==> src/rtl/floppy_multi_if.sv <==
// Controller bus between the FDC core / image fetcher side (master) and the
// multi-drive floppy emulator (slave). FLOPPY_DISK_CHANGE_EN adds the disk-change pins.
interface floppy_multi_if #(
   parameter int NUM_DRIVES = 4
);
   logic [NUM_DRIVES-1:0] drive_sel;
   logic [NUM_DRIVES-1:0] motor_on;
   logic [NUM_DRIVES-1:0] wp_in;
   logic                  side;
   logic                  step_in;
   logic                  step_out;
   logic [4:0]            step_rate_ms;
   logic [1:0]            density;
   logic [10:0]           sector_len;
   logic                  sector_base;
   logic [4:0]            spt;
   logic [4:0]            interleave;
   logic [9:0]            sector_gap_len;

   logic                  dclk_en;
   logic [7:0]            track;
   logic [4:0]            sector;
   logic                  side_out;
   logic                  sector_hdr;
   logic                  sector_data;
   logic                  ready;
   logic                  index;
   logic                  track0;
   logic                  wprot;
`ifdef FLOPPY_DISK_CHANGE_EN
   logic [NUM_DRIVES-1:0] img_mounted;
   logic                  dskchg;
`endif

   modport master (
`ifdef FLOPPY_DISK_CHANGE_EN
      output img_mounted,
      input  dskchg,
`endif
      output drive_sel, motor_on, side, step_in, step_out, step_rate_ms, density,
             sector_len, sector_base, spt, interleave, sector_gap_len, wp_in,
      input  dclk_en, track, sector, side_out, sector_hdr, sector_data, ready,
             index, track0, wprot
   );

   modport slave (
`ifdef FLOPPY_DISK_CHANGE_EN
      input  img_mounted,
      output dskchg,
`endif
      input  drive_sel, motor_on, side, step_in, step_out, step_rate_ms, density,
             sector_len, sector_base, spt, interleave, sector_gap_len, wp_in,
      output dclk_en, track, sector, side_out, sector_hdr, sector_data, ready,
             index, track0, wprot
   );
endinterface

==> src/rtl/floppy_multi.sv <==
// Multi-drive floppy emulator: shared byte clock / sector stream, per-drive head and spin-up.
// Optional disk-change latches are enabled by defining FLOPPY_DISK_CHANGE_EN.
module floppy_multi #(
   parameter int NUM_DRIVES  = 4,
   parameter int CLK_HZ      = 42578000,
   parameter int TRACKS      = 80,
   parameter int SPINUP_REVS = 3,
   parameter int INDEX_BYTES = 20,
   parameter int HDR_LEN     = 6
) (
   input logic          clk,
   input logic          reset_n,
   floppy_multi_if.slave bus
);
   localparam int DW     = (NUM_DRIVES > 1) ? $clog2(NUM_DRIVES) : 1;
   localparam int RW     = $clog2(SPINUP_REVS + 1);
   localparam int IW     = $clog2(INDEX_BYTES + 1);
   localparam int MS_DIV = (CLK_HZ / 1000 > 1) ? CLK_HZ / 1000 : 2;
   localparam int MW     = $clog2(MS_DIV);
   localparam logic [31:0] CLK_HZ_W = 32'(CLK_HZ);

   typedef enum logic [1:0] {GAP, HDR, DATA} sec_state_t;

   // Drive select: lowest set bit wins.
   logic [DW-1:0] sel_idx;
   logic          sel_any;
   always_comb begin
      sel_idx = '0;
      sel_any = 1'b0;
      for (int i = NUM_DRIVES - 1; i >= 0; i--) begin
         if (bus.drive_sel[i]) begin
            sel_idx = DW'(i);
            sel_any = 1'b1;
         end
      end
   end

   logic [31:0] acc, br, acc_sum;
   logic [13:0] bpt, byte_cnt;
   logic        motor_any, byte_tick, rev_wrap;
   always_comb begin
      case (bus.density)
         2'd0:    begin br = 32'd15625; bpt = 14'd3125;  end
         2'd1:    begin br = 32'd31250; bpt = 14'd6250;  end
         default: begin br = 32'd62500; bpt = 14'd12500; end
      endcase
   end
   assign motor_any = |bus.motor_on;
   assign acc_sum   = acc + br;
   assign byte_tick = motor_any && (acc_sum >= CLK_HZ_W);
   // >= rather than == so a density drop past the new end still wraps next byte.
   assign rev_wrap  = byte_tick && (byte_cnt >= bpt - 14'd1);

   logic [IW-1:0] idx_cnt;
   logic [MW-1:0] ms_cnt;
   logic          ms_tick;
   logic          step_in_q, step_in_qq, step_out_q, step_out_qq, in_edge, out_edge;
   assign ms_tick  = (ms_cnt == MW'(MS_DIV - 1));
   assign in_edge  = step_in_q & ~step_in_qq;
   assign out_edge = step_out_q & ~step_out_qq;

   sec_state_t  state_q, state_d;
   logic [10:0] rem_q, rem_d, gap_full;
   logic [4:0]  sector_q, sector_d, base_id;
   logic [5:0]  sec_off, sec_next;
   assign gap_full = {1'b0, bus.sector_gap_len} - 11'd1;
   assign base_id  = {4'd0, bus.sector_base};

   // NOTE: every always_comb output gets a default first, so no path can infer a latch.
   always_comb begin
      state_d  = state_q;
      rem_d    = rem_q;
      sector_d = sector_q;
      sec_off  = {1'b0, sector_q} - {1'b0, base_id} + {1'b0, bus.interleave};
      sec_next = (sec_off >= {1'b0, bus.spt}) ? sec_off - {1'b0, bus.spt} : sec_off;
      if (rev_wrap) begin
         state_d  = GAP;
         rem_d    = gap_full;
         sector_d = base_id;
      end else if (byte_tick) begin
         if (rem_q != 11'd0) begin
            rem_d = rem_q - 11'd1;
         end else begin
            case (state_q)
               GAP: begin
                  state_d = HDR;
                  rem_d   = 11'(HDR_LEN - 1);
               end
               HDR: begin
                  state_d = DATA;
                  rem_d   = bus.sector_len - 11'd1;
               end
               default: begin
                  state_d  = GAP;
                  rem_d    = gap_full;
                  sector_d = sec_next[4:0] + base_id;
               end
            endcase
         end
      end
   end

   // NOTE: sequential state uses non-blocking assignments only; the comb block above uses blocking.
   always_ff @(posedge clk) begin
      if (!reset_n) begin
         acc         <= '0;
         byte_cnt    <= '0;
         idx_cnt     <= '0;
         ms_cnt      <= '0;
         step_in_q   <= 1'b0;
         step_in_qq  <= 1'b0;
         step_out_q  <= 1'b0;
         step_out_qq <= 1'b0;
         state_q     <= GAP;
         rem_q       <= gap_full;
         sector_q    <= base_id;
      end else begin
         if (motor_any) acc <= byte_tick ? acc_sum - CLK_HZ_W : acc_sum;
         if (rev_wrap)       byte_cnt <= '0;
         else if (byte_tick) byte_cnt <= byte_cnt + 14'd1;
         if (rev_wrap)                           idx_cnt <= IW'(INDEX_BYTES);
         else if (byte_tick && idx_cnt != '0)    idx_cnt <= idx_cnt - IW'(1);
         ms_cnt      <= ms_tick ? '0 : ms_cnt + MW'(1);
         step_in_q   <= bus.step_in;
         step_in_qq  <= step_in_q;
         step_out_q  <= bus.step_out;
         step_out_qq <= step_out_q;
         state_q     <= state_d;
         rem_q       <= rem_d;
         sector_q    <= sector_d;
      end
   end

   logic [7:0]    trk_q  [NUM_DRIVES];
   logic [RW-1:0] rev_q  [NUM_DRIVES];
   logic [4:0]    busy_q [NUM_DRIVES];

   // NOTE: the per-drive arrays are small register files, not RAM, so they are reset explicitly.
   always_ff @(posedge clk) begin
      if (!reset_n) begin
         for (int i = 0; i < NUM_DRIVES; i++) begin
            trk_q[i]  <= '0;
            rev_q[i]  <= '0;
            busy_q[i] <= '0;
         end
      end else begin
         for (int i = 0; i < NUM_DRIVES; i++) begin
            if (!bus.motor_on[i])                               rev_q[i] <= '0;
            else if (rev_wrap && rev_q[i] != RW'(SPINUP_REVS))  rev_q[i] <= rev_q[i] + RW'(1);
            if (sel_any && sel_idx == DW'(i) && (in_edge || out_edge)) begin
               busy_q[i] <= bus.step_rate_ms;
               if (in_edge && !out_edge && trk_q[i] != 8'd0)
                  trk_q[i] <= trk_q[i] - 8'd1;
               else if (out_edge && !in_edge && trk_q[i] != 8'(TRACKS - 1))
                  trk_q[i] <= trk_q[i] + 8'd1;
            end else if (ms_tick && busy_q[i] != 5'd0) begin
               busy_q[i] <= busy_q[i] - 5'd1;
            end
         end
      end
   end

   assign bus.sector      = sector_q;
   assign bus.sector_hdr  = (state_q == HDR);
   assign bus.sector_data = (state_q == DATA);
   assign bus.index       = (idx_cnt != '0);

   always_ff @(posedge clk) begin
      if (!reset_n) begin
         bus.dclk_en  <= 1'b0;
         bus.side_out <= 1'b0;
         bus.track    <= '0;
         bus.track0   <= 1'b0;
         bus.wprot    <= 1'b0;
         bus.ready    <= 1'b0;
      end else begin
         bus.dclk_en  <= byte_tick;
         bus.side_out <= bus.side;
         bus.track    <= sel_any ? trk_q[sel_idx] : 8'd0;
         bus.track0   <= sel_any && (trk_q[sel_idx] == 8'd0);
         bus.wprot    <= sel_any && bus.wp_in[sel_idx];
         // motor_on is looked at directly so ready drops on the same edge the rev counter clears.
         bus.ready    <= sel_any && bus.motor_on[sel_idx] &&
                         (rev_q[sel_idx] == RW'(SPINUP_REVS)) && (busy_q[sel_idx] == 5'd0);
      end
   end

`ifdef FLOPPY_DISK_CHANGE_EN
   logic [NUM_DRIVES-1:0] chg_q;
   always_ff @(posedge clk) begin
      if (!reset_n) begin
         chg_q      <= '1;
         bus.dskchg <= 1'b0;
      end else begin
         for (int i = 0; i < NUM_DRIVES; i++) begin
            if (bus.img_mounted[i])
               chg_q[i] <= 1'b1;
            else if (sel_any && sel_idx == DW'(i) && (in_edge || out_edge))
               chg_q[i] <= 1'b0;
         end
         bus.dskchg <= sel_any && chg_q[sel_idx];
      end
   end
`endif
endmodule

==> src/flat_wrapper.sv <==
// flat-port wrapper written by rule: the top's interface ports become plain ports
module floppy_multi_flat 
#(
   parameter int NUM_DRIVES  = 4,
   parameter int CLK_HZ      = 42578000,
   parameter int TRACKS      = 80,
   parameter int SPINUP_REVS = 3,
   parameter int INDEX_BYTES = 20,
   parameter int HDR_LEN     = 6
)
  (clk, reset_n, bus_drive_sel, bus_motor_on, bus_side, bus_step_in, bus_step_out, bus_step_rate_ms, bus_density, bus_sector_len, bus_sector_base, bus_spt, bus_interleave, bus_sector_gap_len, bus_wp_in, bus_dclk_en, bus_track, bus_sector, bus_side_out, bus_sector_hdr, bus_sector_data, bus_ready, bus_index, bus_track0, bus_wprot);
  floppy_multi_if #(.NUM_DRIVES(NUM_DRIVES)) bus_i ();
  input logic clk;
  input logic reset_n;
  input wire logic [$bits(bus_i.drive_sel)-1:0] bus_drive_sel;
  input wire logic [$bits(bus_i.motor_on)-1:0] bus_motor_on;
  input wire logic [$bits(bus_i.side)-1:0] bus_side;
  input wire logic [$bits(bus_i.step_in)-1:0] bus_step_in;
  input wire logic [$bits(bus_i.step_out)-1:0] bus_step_out;
  input wire logic [$bits(bus_i.step_rate_ms)-1:0] bus_step_rate_ms;
  input wire logic [$bits(bus_i.density)-1:0] bus_density;
  input wire logic [$bits(bus_i.sector_len)-1:0] bus_sector_len;
  input wire logic [$bits(bus_i.sector_base)-1:0] bus_sector_base;
  input wire logic [$bits(bus_i.spt)-1:0] bus_spt;
  input wire logic [$bits(bus_i.interleave)-1:0] bus_interleave;
  input wire logic [$bits(bus_i.sector_gap_len)-1:0] bus_sector_gap_len;
  input wire logic [$bits(bus_i.wp_in)-1:0] bus_wp_in;
  output wire logic [$bits(bus_i.dclk_en)-1:0] bus_dclk_en;
  output wire logic [$bits(bus_i.track)-1:0] bus_track;
  output wire logic [$bits(bus_i.sector)-1:0] bus_sector;
  output wire logic [$bits(bus_i.side_out)-1:0] bus_side_out;
  output wire logic [$bits(bus_i.sector_hdr)-1:0] bus_sector_hdr;
  output wire logic [$bits(bus_i.sector_data)-1:0] bus_sector_data;
  output wire logic [$bits(bus_i.ready)-1:0] bus_ready;
  output wire logic [$bits(bus_i.index)-1:0] bus_index;
  output wire logic [$bits(bus_i.track0)-1:0] bus_track0;
  output wire logic [$bits(bus_i.wprot)-1:0] bus_wprot;
  assign bus_i.drive_sel = bus_drive_sel;
  assign bus_i.motor_on = bus_motor_on;
  assign bus_i.side = bus_side;
  assign bus_i.step_in = bus_step_in;
  assign bus_i.step_out = bus_step_out;
  assign bus_i.step_rate_ms = bus_step_rate_ms;
  assign bus_i.density = bus_density;
  assign bus_i.sector_len = bus_sector_len;
  assign bus_i.sector_base = bus_sector_base;
  assign bus_i.spt = bus_spt;
  assign bus_i.interleave = bus_interleave;
  assign bus_i.sector_gap_len = bus_sector_gap_len;
  assign bus_i.wp_in = bus_wp_in;
  assign bus_dclk_en = bus_i.dclk_en;
  assign bus_track = bus_i.track;
  assign bus_sector = bus_i.sector;
  assign bus_side_out = bus_i.side_out;
  assign bus_sector_hdr = bus_i.sector_hdr;
  assign bus_sector_data = bus_i.sector_data;
  assign bus_ready = bus_i.ready;
  assign bus_index = bus_i.index;
  assign bus_track0 = bus_i.track0;
  assign bus_wprot = bus_i.wprot;
  floppy_multi #(.NUM_DRIVES(NUM_DRIVES), .CLK_HZ(CLK_HZ), .TRACKS(TRACKS), .SPINUP_REVS(SPINUP_REVS), .INDEX_BYTES(INDEX_BYTES), .HDR_LEN(HDR_LEN)) u_core (.clk(clk), .reset_n(reset_n), .bus(bus_i));
endmodule
==> config.mk <==
export PLATFORM = sky130hd
export DESIGN_NAME = floppy_multi_flat
export DESIGN_NICKNAME = d
export VERILOG_FILES = /design/src/rtl/floppy_multi_if.sv /design/src/rtl/floppy_multi.sv /design/src/flat_wrapper.sv
export SDC_FILE = /design/constraint.sdc
export NUM_CORES = 1
export LEC_CHECK = 0
export ABC_AREA = 1
export CELL_PAD_IN_SITES_DETAIL_PLACEMENT = 1
export CELL_PAD_IN_SITES_GLOBAL_PLACEMENT = 2
export CORE_AREA = 2 2 239 147
export CTS_CLUSTER_SIZE = 28
export DETAILED_ROUTE_END_ITERATION = 12
export DIE_AREA = 0 0 241 149
export DONT_BUFFER_PORTS = 1
export PLACE_DENSITY_LB_ADDON = 0.1
export SLEW_MARGIN = 20
export SYNTH_ARGS = -nofsm -noshare
export SYNTH_HDL_FRONTEND = slang
export SYNTH_SLANG_ARGS = --single-unit
==> constraint.sdc <==
create_clock -name clk -period 7.85 [get_ports clk]
set_input_delay 1.57 -clock clk [delete_from_list [all_inputs] [get_ports clk]]
set_output_delay 1.57 -clock clk [all_outputs]
set_load 0.005 [all_outputs]
==> results by group, run 1 <==
Timing
  • Slew Limit Headroom: 0.3156
  • Final hold violation count: 0
  • Final worst-path cycle share: 0.7621
  • Fin crit period: 5.982 ns
  • Setup violations, final: 0
  • Setup Skew: 0.01832 ns
  • RSZ-0062 raised after global routing: no
  • Max frequency: between 0.15 and 0.2 GHz
  • Slew Limit Fails: 0
  • Worst slew pin tran: about 1.0 ns
  • Setup tns final: 0 ns
  • Worst setup margin: 1.868 ns
  • Hold WS: 0.4294 ns

Yosys
  • Post-synth net total: 2144
  • Synth async-reset ratio: 0
  • Main synth FF type: dfxtp_1
  • Post-synthesis average cell area: 6.643 um^2
  • Syn Inst Count: between 2000 and 2500
  • Area fraction of the dominant cell type after synthesis: 0.1619
  • Post-synth EDFFs: between 70 and 80
  • #FFs+latches synth: 162
  • Seq/Total Area, Yosys: 0.2969
  • Synth Cell Area: around 13000 um^2
  • Synth area leader: edfxtp_1
  • YS warnings: 0
  • Synth area leaders: edfxtp_1 (16%), dfxtp_1 (13%), nand2_1 (13%)
  • Count of cell types in the netlist: 57

Clocking
  • Hold_buf cts: 0
  • Clock-pin slew on the worst setup and hold paths: around 0.07 ns
  • # resized after CTS: 0
  • CTS Sinks: 162
  • CTS tree: done
  • H-tree levels: 4
  • Post-CTS Repair Setup Buffers: 0
  • Num CTS Buffers: 17
  • Worst skew pair latency: ~0.45 ns
  • Clock Tree Root: clkbuf_16
  • Max Buffers Root-to-Sink: 2

Worst setup path
  • Crit path DAT: 6.17 ns
  • Most frequent CP cell: nand2_1
  • Critical path peak fanout: 38
  • Crit path cell chain: inv_1, nor2_1, inv_1, ha_1, nand2_1, nor2_1, inv_1, nor3_2, nand3_1, nand4_1, nand2_1, nor2_2, nand2_1, nor2_2, nand3_2, nand3_4, nand3_4, nand2_2, inv_2, nand2_1, nand2_1
  • CP Capture Type: flop
  • Slowest CP cell: nand2_2
  • Worst stage delay on the critical path: around 0.8 ns
  • Startpoint types: input port
  • Req. time, crit path: roughly 8.0 ns
  • Critical path class: in -> reg

Global routing
  • Vias in the first global route: 12893
  • Total congestion overflow: 0
  • Largest net degree at the start of global routing: 60
  • First-pass GRT wire length: about 71000 um
  • Initial antenna violation count: 0
  • GRT Util Overall: 0.2541

Detailed routing
  • Initial drt markers: roughly 850
  • Drt pass-1 iters: 5
  • Remaining DRCs: 0
  • Post-route ant nets: 0
  • Via/cell ratio: ~5.3
  • Wire per inst: 18.03 um
  • WL final: 44720 um
  • Vias: roughly 13000

Min path
  • Hold crit path type: reg -> reg

Placement
  • Routability cong.: ~0.89
  • Place WS: between 1 and 1.5 ns
  • Placed Instances: around 2400
  • Port-buffer cells: 0
  • Placement Cell Area: between 10000 and 15000 um^2
  • Estimated wirelength of the detail-placed design: 35740 um

Power and ir drop
  • PD cells: between 200 and 300 nW/um^2
  • P_leak: around 6.7 nW
  • Final Total Pwr: 3.920 mW
  • Max IR drop VDD: ~0.00017 V

Flow run
  • Max_cap viols: 0

Layout
  • Share of layout cells above drive strength 1: 0.07551
  • N_diodes: 0
  • Area Growth Syn to Fin: 8.012%
  • Final net count: between 2000 and 2500
  • Util after Layout: 0.4231
  • Post-route cell area: between 10000 and 15000 um^2
  • Layout Cells excl Fill: between 2000 and 2500

Die
  • DIE AREA: approximately 36000 um^2
  • Die Y: roughly 150 um
  • Core area: 34090 um^2
  • Io pins: 77
  • Die Width: between 200 and 250 um
  • Initial core utilization: 0.3917
  • # rows: 53

Status
  • Status: finished clean
flip-flops by register name, summed over array words and instances (netlist names), 2 cells and up:
register           cells
u_core.byte_cnt       14
u_core.acc            32
u_core.state_q         2
u_core.bus.track       8
u_core.busy_q         20
u_core.rev_q           8
u_core.bus.sector      5
u_core.trk_q          32
u_core.rem_q          11
u_core.idx_cnt         5
u_core.ms_cnt         16
final timing paths:
check                                             to              start  cells past startpoint  slack [ns]
worst min-delay path              u_core.step_out_qq  u_core.step_out_q                      2        0.43
worst min register to register    u_core.step_out_qq  u_core.step_out_q                      2        0.43
worst max-delay path            u_core.bus.sector[0]     bus_density[0]                     21        1.87
worst max register to register  u_core.bus.sector[0]      u_core.acc[0]                     22        3.28
worst max-delay path: cells and delay by family:
| kind | cells | cell delay (ns) |
|---|---|---|
| AND/OR/NAND/NOR | 16 | 3.71 |
| adder cells (fa/ha/maj) | 1 | 0.43 |
| buffers and inverters | 4 | 0.42 |
area by class of cell:
cell class,instances,area [um^2]
timing repair buffer,4,30.03
clock inverter,7,55.05
fill,4484,19660
multi-input combinational,1455,7874
inverter,360,1351
sequential,162,3964
clock buffer,25,564.3
tap,467,584.3
Yosys cell counts, drive strengths merged, types with 2 or more instances:
library cell / instances
a31o: 2
inv: 356
nand3: 151
nand3b: 9
a22oi: 2
o22ai: 17
nor4: 21
o211ai: 2
o21a: 3
or2: 4
o221ai: 3
xor2: 39
a211oi: 6
clkbuf: 15
xnor2: 22
nand2: 501
a21oi: 100
buf: 18
nor3: 47
edfxtp: 72
fa: 6
and3: 2
nor2: 263
a221oi: 3
a32o: 3
dfxtp: 90
a31oi: 7
a21boi: 2
o21ai: 102
ha: 72
clkinv: 4
o31ai: 3
nor3b: 9
o21bai: 9
nand4: 38
cell usage in the layout, fill, tap and decap left out, drive strengths merged, types with 4 or more instances in the layout:
master,Yosys,routed
buf,18,4
edfxtp,72,72
nor3,47,47
a211oi,6,6
nand4,38,38
dfxtp,90,90
nand3b,9,9
clkbuf,15,25
nand2,501,501
o21bai,9,9
clkinv,4,8
or2,4,4
o22ai,17,17
inv,356,359
a31oi,7,7
fa,6,6
xnor2,22,22
nor2,263,263
nor4,21,21
nand3,151,151
xor2,39,39
ha,72,72
a21oi,100,100
nor3b,9,9
o21ai,102,102
report_power, final:
part / internal, mW / leakage (nW) / switching, mW
Sequential: 1.02 / 1.49 / 0.142
Combinational: 0.566 / 4.88 / 1.31
Clock: 0.506 / 0.309 / 0.383
Total: 2.09 / 6.68 / 1.83
cell families (layout without fill, tap and decap cells):
logic type,after synthesis,in the layout,share of synthesized area
and+or+nand+nor,1045,1045,0.3520
buffers and inverters,393,396,0.1139
AOI/OAI and AO/OA,271,271,0.1207
DFF,162,162,0.2969
adders and majority gates,78,78,0.07646
xor gates and xnor gates,61,61,0.04001
metal layers:
| metal | wire length (um) | GRT usage | vias up |
|---|---|---|---|
| met5 | 0 | 0 | - |
| met4 | 271 | 0.03920 | 0 |
| met3 | 2429 | 0.04497 | 16 |
| met2 | 17600 | 0.3489 | 257 |
| met1 | 24420 | 0.4092 | 6340 |
| li1 | - | - | 6510 |
(Power assumes the default switching activity.)
==> inputs of run 2 (changes only) <==
--- a/config.mk
+++ b/config.mk
@@ -8,10 +8,10 @@
 export ABC_AREA = 1
 export CELL_PAD_IN_SITES_DETAIL_PLACEMENT = 1
 export CELL_PAD_IN_SITES_GLOBAL_PLACEMENT = 2
-export CORE_AREA = 2 2 239 147
+export CORE_AREA = 2 2 263 161
 export CTS_CLUSTER_SIZE = 28
 export DETAILED_ROUTE_END_ITERATION = 12
-export DIE_AREA = 0 0 241 149
+export DIE_AREA = 0 0 265 163
 export DONT_BUFFER_PORTS = 1
 export PLACE_DENSITY_LB_ADDON = 0.1
 export SLEW_MARGIN = 20
==> constraint.sdc (replaced) <==
create_clock -name clk -period 5.3 [get_ports clk]
set_input_delay 1.06 -clock clk [delete_from_list [all_inputs] [get_ports clk]]
set_output_delay 1.06 -clock clk [all_outputs]
set_load 0.005 [all_outputs]
==> results by group, run 2 (synthesis gave the netlist of run 1 again) <==
Status
  • Status: finished clean (unchanged)

Timing
  • Max frequency: between 0.2 and 0.25 GHz
  • Setup violations, final: 0 (unchanged)
  • Fin crit period: 4.686 ns
  • RSZ-0062 raised after global routing: no (unchanged)
  • Setup Skew: 0.01708 ns (was 0.01832 ns)
  • Slew Limit Headroom: 0.3287 (was 0.3156)
  • Slew Limit Fails: 0 (unchanged)
  • Worst slew pin tran: 0.9993 ns (was 1.019 ns)
  • Final worst-path cycle share: 0.8841
  • Final hold violation count: 0 (unchanged)
  • Setup tns final: 0 ns (unchanged)

Worst setup path
  • CP Buf/Inv Count: 5 (was 4)
  • CP endpoint: u_core.byte_cnt[10] (was u_core.bus.sector[0])
  • Critical path class: in -> reg (unchanged)
  • Delay-heaviest family, CP: simple AND/OR/NAND/NOR gates (unchanged)
  • CP Depth: 21 (unchanged)
  • Startpoint types: input port (unchanged)
  • Critical path peak fanout: 21 (was 38)
  • Reg2Reg Setup Slack: 1.10 ns (was 3.28 ns)
  • Req. time, crit path: 5.61 ns (was 8.04 ns)
  • Worst stage delay on the critical path: 0.41 ns (was 0.80 ns)
  • R2R cell count: 21 (was 22)
  • Setup crit start: bus_density[0] (unchanged)
  • Slowest CP cell: nor2_1 (was nand2_2)
  • R2R Path End: u_core.bus.sector[4] (was u_core.bus.sector[0])
  • CP Capture Type: flop (unchanged)
  • RR Startpoint: u_core.bus.sector[2] (was u_core.acc[0])
  • Crit path DAT: 5.00 ns (was 6.17 ns)
  • Crit path cell chain: inv_1, nor2_1, buf_4, inv_1, ha_1, nand2_1, nor2_1, inv_1, nor3_2, nand3_1, nand4_1, nand2_1, nor2_2, nand2_1, nor2_2, nand3_2, nand3_4, nand3_4, nand2_2, buf_4, a21oi_2 (was inv_1, nor2_1, inv_1, ha_1, nand2_1, nor2_1, inv_1, nor3_2, nand3_1, nand4_1, nand2_1, nor2_2, nand2_1, nor2_2, nand3_2, nand3_4, nand3_4, nand2_2, inv_2, nand2_1, nand2_1)

Die
  • Io pins: 77 (unchanged)
  • Die Y: 163 um (was 149 um)
  • DIE AREA: 43200 um^2 (was 35910 um^2)
  • # rows: 58 (was 53)
  • Die Width: 265 um (was 241 um)
  • Initial core utilization: 0.3251 (was 0.3917)
  • Core area: 41070 um^2 (was 34090 um^2)

Power and ir drop
  • PD cells: 401.3 nW/um^2 (was 271.8 nW/um^2)
  • Max IR drop VDD: 0.0001702 V (was 0.0001659 V)
  • Sw Share: 0.4622 (was 0.4671)
  • Pint: 3.156 mW (was 2.089 mW)
  • Reg power frac: 0.295 (was 0.296)
  • P_leak: 6.745 nW (was 6.684 nW)
  • Gate power share: 0.478 (about the same)
  • Clock Power Share: 0.227 (about the same)
  • P_sw: 2.713 mW (was 1.831 mW)

Layout
  • Biggest regs: u_core.acc: 32 flops, u_core.trk_q: 32 flops, u_core.busy_q: 20 flops (unchanged)
  • Final net count: 2150 (was 2134)
  • Sequential standard cell area: 3964 um^2 (unchanged)
  • Commonest cells after routing, fill and taps aside: nand2_1 (474), inv_1 (335), nor2_1 (239) (unchanged)
  • Area of the multi-input gates: 7874 um^2 (unchanged)
  • Util after Layout: 0.3561 (was 0.4231)
  • Fillers: 5285 (was 4484)
  • Post-route cell area: 14630 um^2 (was 14420 um^2)
  • Layout Cells excl Fill: 2570 (was 2480)
  • Area Growth Syn to Fin: 9.530% (was 8.012%)
  • Commonest non-fill, non-tap cell in the layout: nand2_1 (unchanged)
  • Share of layout cells above drive strength 1: 0.08083 (was 0.07551)

Min path
  • Hold crit path type: reg -> reg (unchanged)

Placement
  • Placement Cell Area: 14010 um^2 (was 13800 um^2)
  • Estimated wirelength of the detail-placed design: 37990 um (was 35740 um)
  • Placed Instances: 2537 (was 2448)
  • Port-buffer cells: 0 (unchanged)
  • Routability cong.: 0.8909 (was 0.8883)

Clocking
  • Num CTS Buffers: 17 (unchanged)
  • # resized after CTS: 0 (unchanged)
  • Clock-pin slew on the worst setup and hold paths: 0.07 ns (about the same)
  • Max Buffers Root-to-Sink: 2 (unchanged)
  • Hold_buf cts: 0 (unchanged)
  • CTS Sinks: 162 (unchanged)
  • Post-CTS Repair Setup Buffers: 0 (unchanged)
  • Worst skew pair latency: 0.45 ns (about the same)
  • H-tree levels: 4 (unchanged)
  • Clock Tree Root: clkbuf_16 (unchanged)
  • CTS tree: done (unchanged)

Global routing
  • Vias in the first global route: 12699 (was 12893)
  • Initial antenna violation count: 1 (was 0)
  • Total congestion overflow: 0 (unchanged)
  • Largest net degree at the start of global routing: 54 (was 60)
  • First-pass GRT wire length: 74130 um (was 71400 um)
  • GRT Util Overall: 0.2199 (was 0.2541)

Detailed routing
  • Post-route ant nets: 0 (unchanged)
  • Drt pass-1 iters: 5 (unchanged)
  • Remaining DRCs: 0 (unchanged)
  • Via/cell ratio: 5.086 (was 5.292)
  • Initial drt markers: 873 (was 851)
  • Wire per inst: 18.21 um (was 18.03 um)
  • WL final: 46790 um (was 44720 um)
  • Vias: 13070 (was 13123)

Flow run
  • Max_cap viols: 0 (unchanged)
## run 2: cell count changes in the layout (fill, tap and decap cells not counted), moves of 2 or more
cell / change
clkbuf_1: +4
bufinv_16: +3
clkinv_4: -3
buf_4: +16
clkbuf_16: -3
clkinvlp_4: +2
## run 2: worst min path at each step
stage,slack [ns],to,start,cells past startpoint
finish,0.43,u_core.step_out_qq,u_core.step_out_q,2
detailed placement,0.43,u_core.step_out_qq,u_core.step_out_q,2
global placement,0.43,u_core.step_out_qq,u_core.step_out_q,2
CTS,0.44,u_core.step_out_qq,u_core.step_out_q,2
floorplan,0.41,u_core.step_in_qq,u_core.step_in_q,2
global route,0.48,u_core.step_out_qq,u_core.step_out_q,2
## run 2: cell type report
cell class                 instances  area share
timing repair buffer              20     0.01027
antenna                            1   0.0001711
clock buffer                      24     0.03302
multi-input combinational       1455      0.5384
sequential                       162      0.2710
inverter                         360     0.09239
clock inverter                     8    0.008555
tap                              540     0.04620
## run 2: metal layers
layer | vias to the layer above | track usage | share of wire
li1 | 6557 | - | -
met1 | 6269 | 0.3666 | 0.58
met2 | 218 | 0.2936 | 0.38
met3 | 26 | 0.02721 | 0.036
met4 | 0 | 0.03467 | 0.0083
met5 | - | 0 | 0
## run 2: tightest hold or removal path, cell delays in order, from the launching register on
cell and delay [ns]:
dfxtp_1 0.31, nand2_1 0.05, inv_1 0.03
## run 2: power groups by stage
stage / sequential, mW / combinational (mW) / clock (mW)
finish: 1.73 / 2.81 / 1.33
global route: 1.76 / 3.18 / 1.41
CTS: 1.73 / 2.79 / 1.37
detailed placement: 1.75 / 2.77 / 0
global placement: 1.75 / 2.74 / 0
floorplan: 1.65 / 2.03 / 0
## run 2: per-stage QoR
stage | hold slack [ns] | power, mW | worst slack (ns)
6_report | 0.4350 | 5.869 | 0.6143
5_1_grt | 0.4825 | 6.350 | 0.3434
4_1_cts | 0.4377 | 5.899 | 0.7385
3_5_place_dp | 0.4274 | 4.526 | 0.2847
3_3_place_gp | 0.4332 | 4.491 | 0.2587
2_1_floorplan | 0.4071 | 3.682 | 0.8496
==> inputs of run 3 (changes only) <==
--- a/config.mk
+++ b/config.mk
@@ -14,6 +14,7 @@
 export DIE_AREA = 0 0 265 163
 export DONT_BUFFER_PORTS = 1
 export PLACE_DENSITY_LB_ADDON = 0.1
+export SETUP_SLACK_MARGIN = 0.3
 export SLEW_MARGIN = 20
 export SYNTH_ARGS = -nofsm -noshare
 export SYNTH_HDL_FRONTEND = slang
==> results of run 3 <==
Same layout as run 2: the final DEF is identical, and so are final timing and power.
